**src/rtl/sprdma_if.sv**
```systemverilog
// sprdma_if: snooped CPU bus plus the DMA's drive onto the cpumc address/data mux.
// master = DMA side, slave = the CPU/memory-controller side it sits between.
interface sprdma_if;
   logic [15:0] cpu_a;
   logic        cpu_r_nw;
   logic [7:0]  cpu_dout;
   logic [7:0]  cpumc_dout;
   logic        pause;
   logic        active;
   logic [15:0] cpumc_a;
   logic        cpumc_r_nw;
   logic [7:0]  cpumc_din;

   modport master (
      input  cpu_a, cpu_r_nw, cpu_dout, cpumc_dout, pause,
      output active, cpumc_a, cpumc_r_nw, cpumc_din
   );
   modport slave (
      output cpu_a, cpu_r_nw, cpu_dout, cpumc_dout, pause,
      input  active, cpumc_a, cpumc_r_nw, cpumc_din
   );
endinterface

```
**src/rtl/sprdma.sv**
```systemverilog
// sprdma: on a CPU write to DMA_REG, copies page {P,00..FF} to OAM_DATA at 2 cycles/byte (513 active cycles);
// pause stalls only at byte boundaries. `SPRDMA_ODD_ALIGN_EN adds one ALIGN cycle when started on odd parity.
module sprdma #(
   parameter logic [15:0] DMA_REG  = 16'h4014,
   parameter logic [15:0] OAM_DATA = 16'h2004
) (
   input logic      clk,
   input logic      rst,
   sprdma_if.master bus
);

   typedef enum logic [2:0] {
      S_IDLE  = 3'd0,
      S_START = 3'd1,
      S_READ  = 3'd2,
      S_WRITE = 3'd3,
      S_HOLD  = 3'd4
`ifdef SPRDMA_ODD_ALIGN_EN
      , S_ALIGN = 3'd5
`endif
   } state_e;

   state_e     state_q, state_d;
   logic [7:0] page_q, page_d;
   logic [7:0] cnt_q, cnt_d;
   logic [7:0] data_q, data_d;
   logic       trig;

   assign trig = !bus.cpu_r_nw && (bus.cpu_a == DMA_REG);

`ifdef SPRDMA_ODD_ALIGN_EN
   logic parity_q;

   always_ff @(posedge clk) begin
      if (rst) parity_q <= 1'b0;
      else     parity_q <= ~parity_q;
   end
`endif

   always_ff @(posedge clk) begin
      if (rst) begin
         state_q <= S_IDLE;
         page_q  <= 8'h00;
         cnt_q   <= 8'h00;
         data_q  <= 8'h00;
      end else begin
         state_q <= state_d;
         page_q  <= page_d;
         cnt_q   <= cnt_d;
         data_q  <= data_d;
      end
   end

   // HOLD is the post-WRITE pause: the byte is done, the next READ waits for pause to drop.
   always_comb begin
      state_d = state_q;
      page_d  = page_q;
      cnt_d   = cnt_q;
      data_d  = data_q;
      case (state_q)
         S_IDLE: begin
            if (trig) begin
               state_d = S_START;
               page_d  = bus.cpu_dout;
               cnt_d   = 8'h00;
            end
         end
         S_START: begin
            if (!bus.pause) begin
`ifdef SPRDMA_ODD_ALIGN_EN
               state_d = parity_q ? S_ALIGN : S_READ;
`else
               state_d = S_READ;
`endif
            end
         end
`ifdef SPRDMA_ODD_ALIGN_EN
         S_ALIGN: if (!bus.pause) state_d = S_READ;
`endif
         S_READ:  state_d = S_WRITE;
         S_WRITE: begin
            data_d = bus.cpumc_dout;
            if (cnt_q == 8'hFF) begin
               state_d = S_IDLE;
            end else begin
               cnt_d   = cnt_q + 8'd1;
               state_d = bus.pause ? S_HOLD : S_READ;
            end
         end
         S_HOLD:  if (!bus.pause) state_d = S_READ;
         default: state_d = S_IDLE;
      endcase
   end

   always_comb begin
      bus.active     = 1'b1;
      bus.cpumc_a    = {page_q, cnt_q};
      bus.cpumc_r_nw = 1'b1;
      bus.cpumc_din  = data_q;
      case (state_q)
         S_IDLE: begin
            bus.active    = 1'b0;
            bus.cpumc_a   = 16'h0000;
            bus.cpumc_din = 8'h00;
         end
         S_START: if (!bus.pause) bus.cpumc_a = OAM_DATA;
`ifdef SPRDMA_ODD_ALIGN_EN
         S_ALIGN: if (!bus.pause) bus.cpumc_a = OAM_DATA;
`endif
         S_WRITE: begin
            bus.cpumc_a    = OAM_DATA;
            bus.cpumc_r_nw = 1'b0;
            bus.cpumc_din  = bus.cpumc_dout;
         end
         default: ;
      endcase
   end

endmodule
```
**src/flat_wrapper.sv**
```systemverilog
// flat-port wrapper written by rule: the top's interface ports become plain ports
module sprdma_flat 
#(
   parameter logic [15:0] DMA_REG  = 16'h4014,
   parameter logic [15:0] OAM_DATA = 16'h2004
)
  (clk, rst, bus_cpu_a, bus_cpu_r_nw, bus_cpu_dout, bus_cpumc_dout, bus_pause, bus_active, bus_cpumc_a, bus_cpumc_r_nw, bus_cpumc_din);
  sprdma_if bus_i ();
  input logic clk;
  input logic rst;
  input wire logic [$bits(bus_i.cpu_a)-1:0] bus_cpu_a;
  input wire logic [$bits(bus_i.cpu_r_nw)-1:0] bus_cpu_r_nw;
  input wire logic [$bits(bus_i.cpu_dout)-1:0] bus_cpu_dout;
  input wire logic [$bits(bus_i.cpumc_dout)-1:0] bus_cpumc_dout;
  input wire logic [$bits(bus_i.pause)-1:0] bus_pause;
  output wire logic [$bits(bus_i.active)-1:0] bus_active;
  output wire logic [$bits(bus_i.cpumc_a)-1:0] bus_cpumc_a;
  output wire logic [$bits(bus_i.cpumc_r_nw)-1:0] bus_cpumc_r_nw;
  output wire logic [$bits(bus_i.cpumc_din)-1:0] bus_cpumc_din;
  assign bus_i.cpu_a = bus_cpu_a;
  assign bus_i.cpu_r_nw = bus_cpu_r_nw;
  assign bus_i.cpu_dout = bus_cpu_dout;
  assign bus_i.cpumc_dout = bus_cpumc_dout;
  assign bus_i.pause = bus_pause;
  assign bus_active = bus_i.active;
  assign bus_cpumc_a = bus_i.cpumc_a;
  assign bus_cpumc_r_nw = bus_i.cpumc_r_nw;
  assign bus_cpumc_din = bus_i.cpumc_din;
  sprdma #(.DMA_REG(DMA_REG), .OAM_DATA(OAM_DATA)) u_core (.clk(clk), .rst(rst), .bus(bus_i));
endmodule
```
**config.mk**
```make
export PLATFORM = sky130hd
export DESIGN_NAME = sprdma_flat
export DESIGN_NICKNAME = d
export VERILOG_FILES = /design/src/rtl/sprdma_if.sv /design/src/rtl/sprdma.sv /design/src/flat_wrapper.sv
export SDC_FILE = /design/constraint.sdc
export NUM_CORES = 1
export LEC_CHECK = 0
export CAP_MARGIN = 20
export CORE_UTILIZATION = 38
export CTS_BUF_LIST = sky130_fd_sc_hd__clkbuf_4 sky130_fd_sc_hd__clkbuf_8 sky130_fd_sc_hd__clkbuf_16
export CTS_CLUSTER_SIZE = 12
export DETAILED_ROUTE_END_ITERATION = 8
export PLACE_DENSITY = 0.76
export RECOVER_POWER = 50
export SLEW_MARGIN = 20
export SYNTH_ARGS = -nofsm -noshare
export SYNTH_HDL_FRONTEND = slang
export SYNTH_SLANG_ARGS = --single-unit
export TNS_END_PERCENT = 100
```
**constraint.sdc**
```tcl
create_clock -name clk -period 1.6 [get_ports clk]
set_input_delay 0.32 -clock clk [delete_from_list [all_inputs] [get_ports clk]]
set_output_delay 0.32 -clock clk [all_outputs]
set_load 0.1 [all_outputs]
```
==> results.ini <==
[hold_path]
min_to=u_core.page_q[1]$_SDFFE_PP0P_
min_from=u_core.page_q[1]$_SDFFE_PP0P_
hold_path_class=flop to flop
hold_depth=2

[synth]
synth_top_area_share=0.369
yosys-top-cells-area=dfxtp_1 37%, nor2_1 6.4%, nor2b_1 6.4%, mux2i_1 6.2%, a21oi_1 4.1%
synth_fp_nets=210
synth_edf_count=0
synth_warnings=0
synth_area_mm2=0.00146
synthArstFlopShare=0
syn_inst=173
ys_ff_latch=27
avgSynthCellArea_um2=8.46
ys_seq_area_frac=0.369
ys.flop_type=dfxtp_1
synth_cell_types=46
yosys.area.top_type=dfxtp_1

[floorplan]
num_rows=22
fp.dieW_um=64.1
start_util=0.397
io_pins=62
dieHeight_um=64.1
dieArea_mm2=0.00410
core_mm2=0.00369

[cells_and_area]
final_area_mm2=0.00324
area_growth_pct=122
nets=311
drive_gt1_frac=0.538
layout_commonest_cell=clkdlybuf4s50_1
diodes=0
final_cell_mix=34 x clkdlybuf4s50_1, 32 x buf_4, 28 x buf_12

[job]
drv_cap=0

[worst_setup_path]
cp-end-kind=output port
worstSetupStartpointType=flop
critPathKind=flop to output port
reg2reg_depth=7
required_ns=1.28
path_max_fanout=6
timing.rr.start=u_core.state_q[1]$_SDFFE_PP0P_
regToRegSetupSlack_ns=-0.13
worst_r2r_endpoint=u_core.state_q[1]$_SDFFE_PP0P_
cp.arrival_ns=1.64

[power_and_ir_drop]
power_density_mw_per_mm2=386
p_leak_uw=0.00113
ir_drop_mv=0.577

[routing]
met1_length_um=2170
route.met3.wl_um=283
drc=0
drtAntennaViolNets=0
wl_um=6010
maxUsedRoutingLayer=met4
drtIter0Drc=103
dr_wl_met2_um=3420
drt_pass1_iterations=4
vias=1789
via_per_inst=5.57
wl_per_cell_um=18.7

[timing]
finClkSkew_ns=0.00227
fmax_ghz=0.511
finalCriticalPeriod_ns=1.96
finalSetupViolations=32
fin_ws_ns=-0.358
relSlewSlack=0.773
finalHoldViolCount=0
whs_ns=0.485
grt_setup_unrepaired=true
post-route-period-util=1.22
worst_pin_slew_ns=0.340
drv_slew=0

[clock_network]
cts.sinks=27
cts_buffer_depth=2
clock_latency_ns=0.29
htreeDepth=1
cts_tree=done
hold_buffers=0
cts-buffers-inserted=3
clk_pin_slew_ns=0.10
root_buffer=clkbuf_8

[placement]
place_congestion=0.795
placed_cell_area_mm2=0.00284
hpwl_um=3410
portBuffers=61

[grt]
grt_pass1_vias=1682
grtUsageTotal=0.239
grt_max_degree=21
grt_first_pass_wirelength_um=7590
grt_remaining_overflow=0
antenna_found_initial=0

[status]
violations=setup timing
status=complete, but fails checks

==> synthesized netlist by cell type, drive strengths merged (3+ instances only) <==
cell type  number
o21ai          11
nor2           26
nand3          10
nor3            7
clkbuf          4
buf             7
nor2b          15
mux2i           9
and3            5
nand4           4
inv             3
dfxtp          27
a2111oi         3
a21oi          12
==> worst max-delay path, stage by stage (launching register included) <==
cell	delay, ns
dfxtp_4	0.40
and3b_2	0.32
inv_8	0.09
mux2i_4	0.21
nor2_4	0.14
buf_12	0.18
==> sequential cells by signal, summed over array words and instances (netlist names) <==
register        flops
u_core.cnt_q        8
u_core.data_q       8
u_core.page_q       8
u_core.state_q      3
==> worst max path at each step <==
stage                                   start                             end  slack [ns]  depth (start not counted)
6_report       u_core.state_q[1]$_SDFFE_PP0P_                bus_cpumc_din[7]       -0.36                          5
5_1_grt        u_core.state_q[1]$_SDFFE_PP0P_                bus_cpumc_din[7]       -0.40                          5
4_1_cts        u_core.state_q[1]$_SDFFE_PP0P_                bus_cpumc_din[1]       -0.34                          5
3_5_place_dp                     bus_cpu_a[1]   u_core.page_q[0]$_SDFFE_PP0P_       -0.42                          6
3_3_place_gp                     bus_cpu_a[7]    u_core.cnt_q[3]$_SDFFE_PP0P_       -0.37                          8
2_1_floorplan  u_core.state_q[2]$_SDFFE_PP0P_  u_core.state_q[0]$_SDFFE_PP0P_       -0.39                          7
==> metrics by stage <==
stage          utilization  power, µW  std cells  setup TNS (ns)  setup WS, ns
2_1_floorplan            -        707        173           -7.59        -0.387
3_3_place_gp         0.769        815        309          -10.89        -0.370
3_5_place_dp         0.769        817        309          -12.29        -0.418
4_1_cts              0.807       1230        315           -7.52        -0.339
5_1_grt              0.880       1300        321           -9.62        -0.396
6_report             0.880       1250        321           -7.98        -0.358
==> routing by layer <==
layer  global-route usage  vias up
li1                     -      833
met2                0.463       76
met4               0.0710        0
met1                0.250      865
met3               0.0571       15
met5                    0        -
==> what timing repair did <==
item                                    in CTS  in global routing
resized for setup                           21                 51
pin swaps                                    3                 16
setup buffers                                2                  5
cloned                                       0                  2
endpoints found under the setup margin      43                 43
==> power breakdown <==
group	internal, µW	switching, µW	total [µW]
Clock	178	248	426
Combinational	102	54.6	156
Sequential	670	0.00147	670
Total	949	302	1250
==> cell families (layout without fill, tap and decap cells) <==
family / count (synthesis) / after routing / share of synthesized area
DFF: 27 / 27 / 0.369
buffers and inverters: 14 / 114 / 0.0538
muxes: 9 / 9 / 0.0615
AOI/OAI and AO/OA: 40 / 40 / 0.181
xor gates and xnor gates: 2 / 2 / 0.0120
and+or+nand+nor: 80 / 80 / 0.314
adders and majority gates: 1 / 1 / 0.00855
==> final cells by class <==
type	instances	area [µm²]
Multi-Input combinational cell	132	1260
Inverter	3	22.5
Timing Repair inverter	1	8.76
Tap cell	48	60.1
Timing Repair Buffer	106	1290
Clock buffer	3	41.3
Fill cell	164	444
Clock inverter	1	7.51
Sequential cell	27	549
No activity file was read; power rests on OpenSTA's default activity.
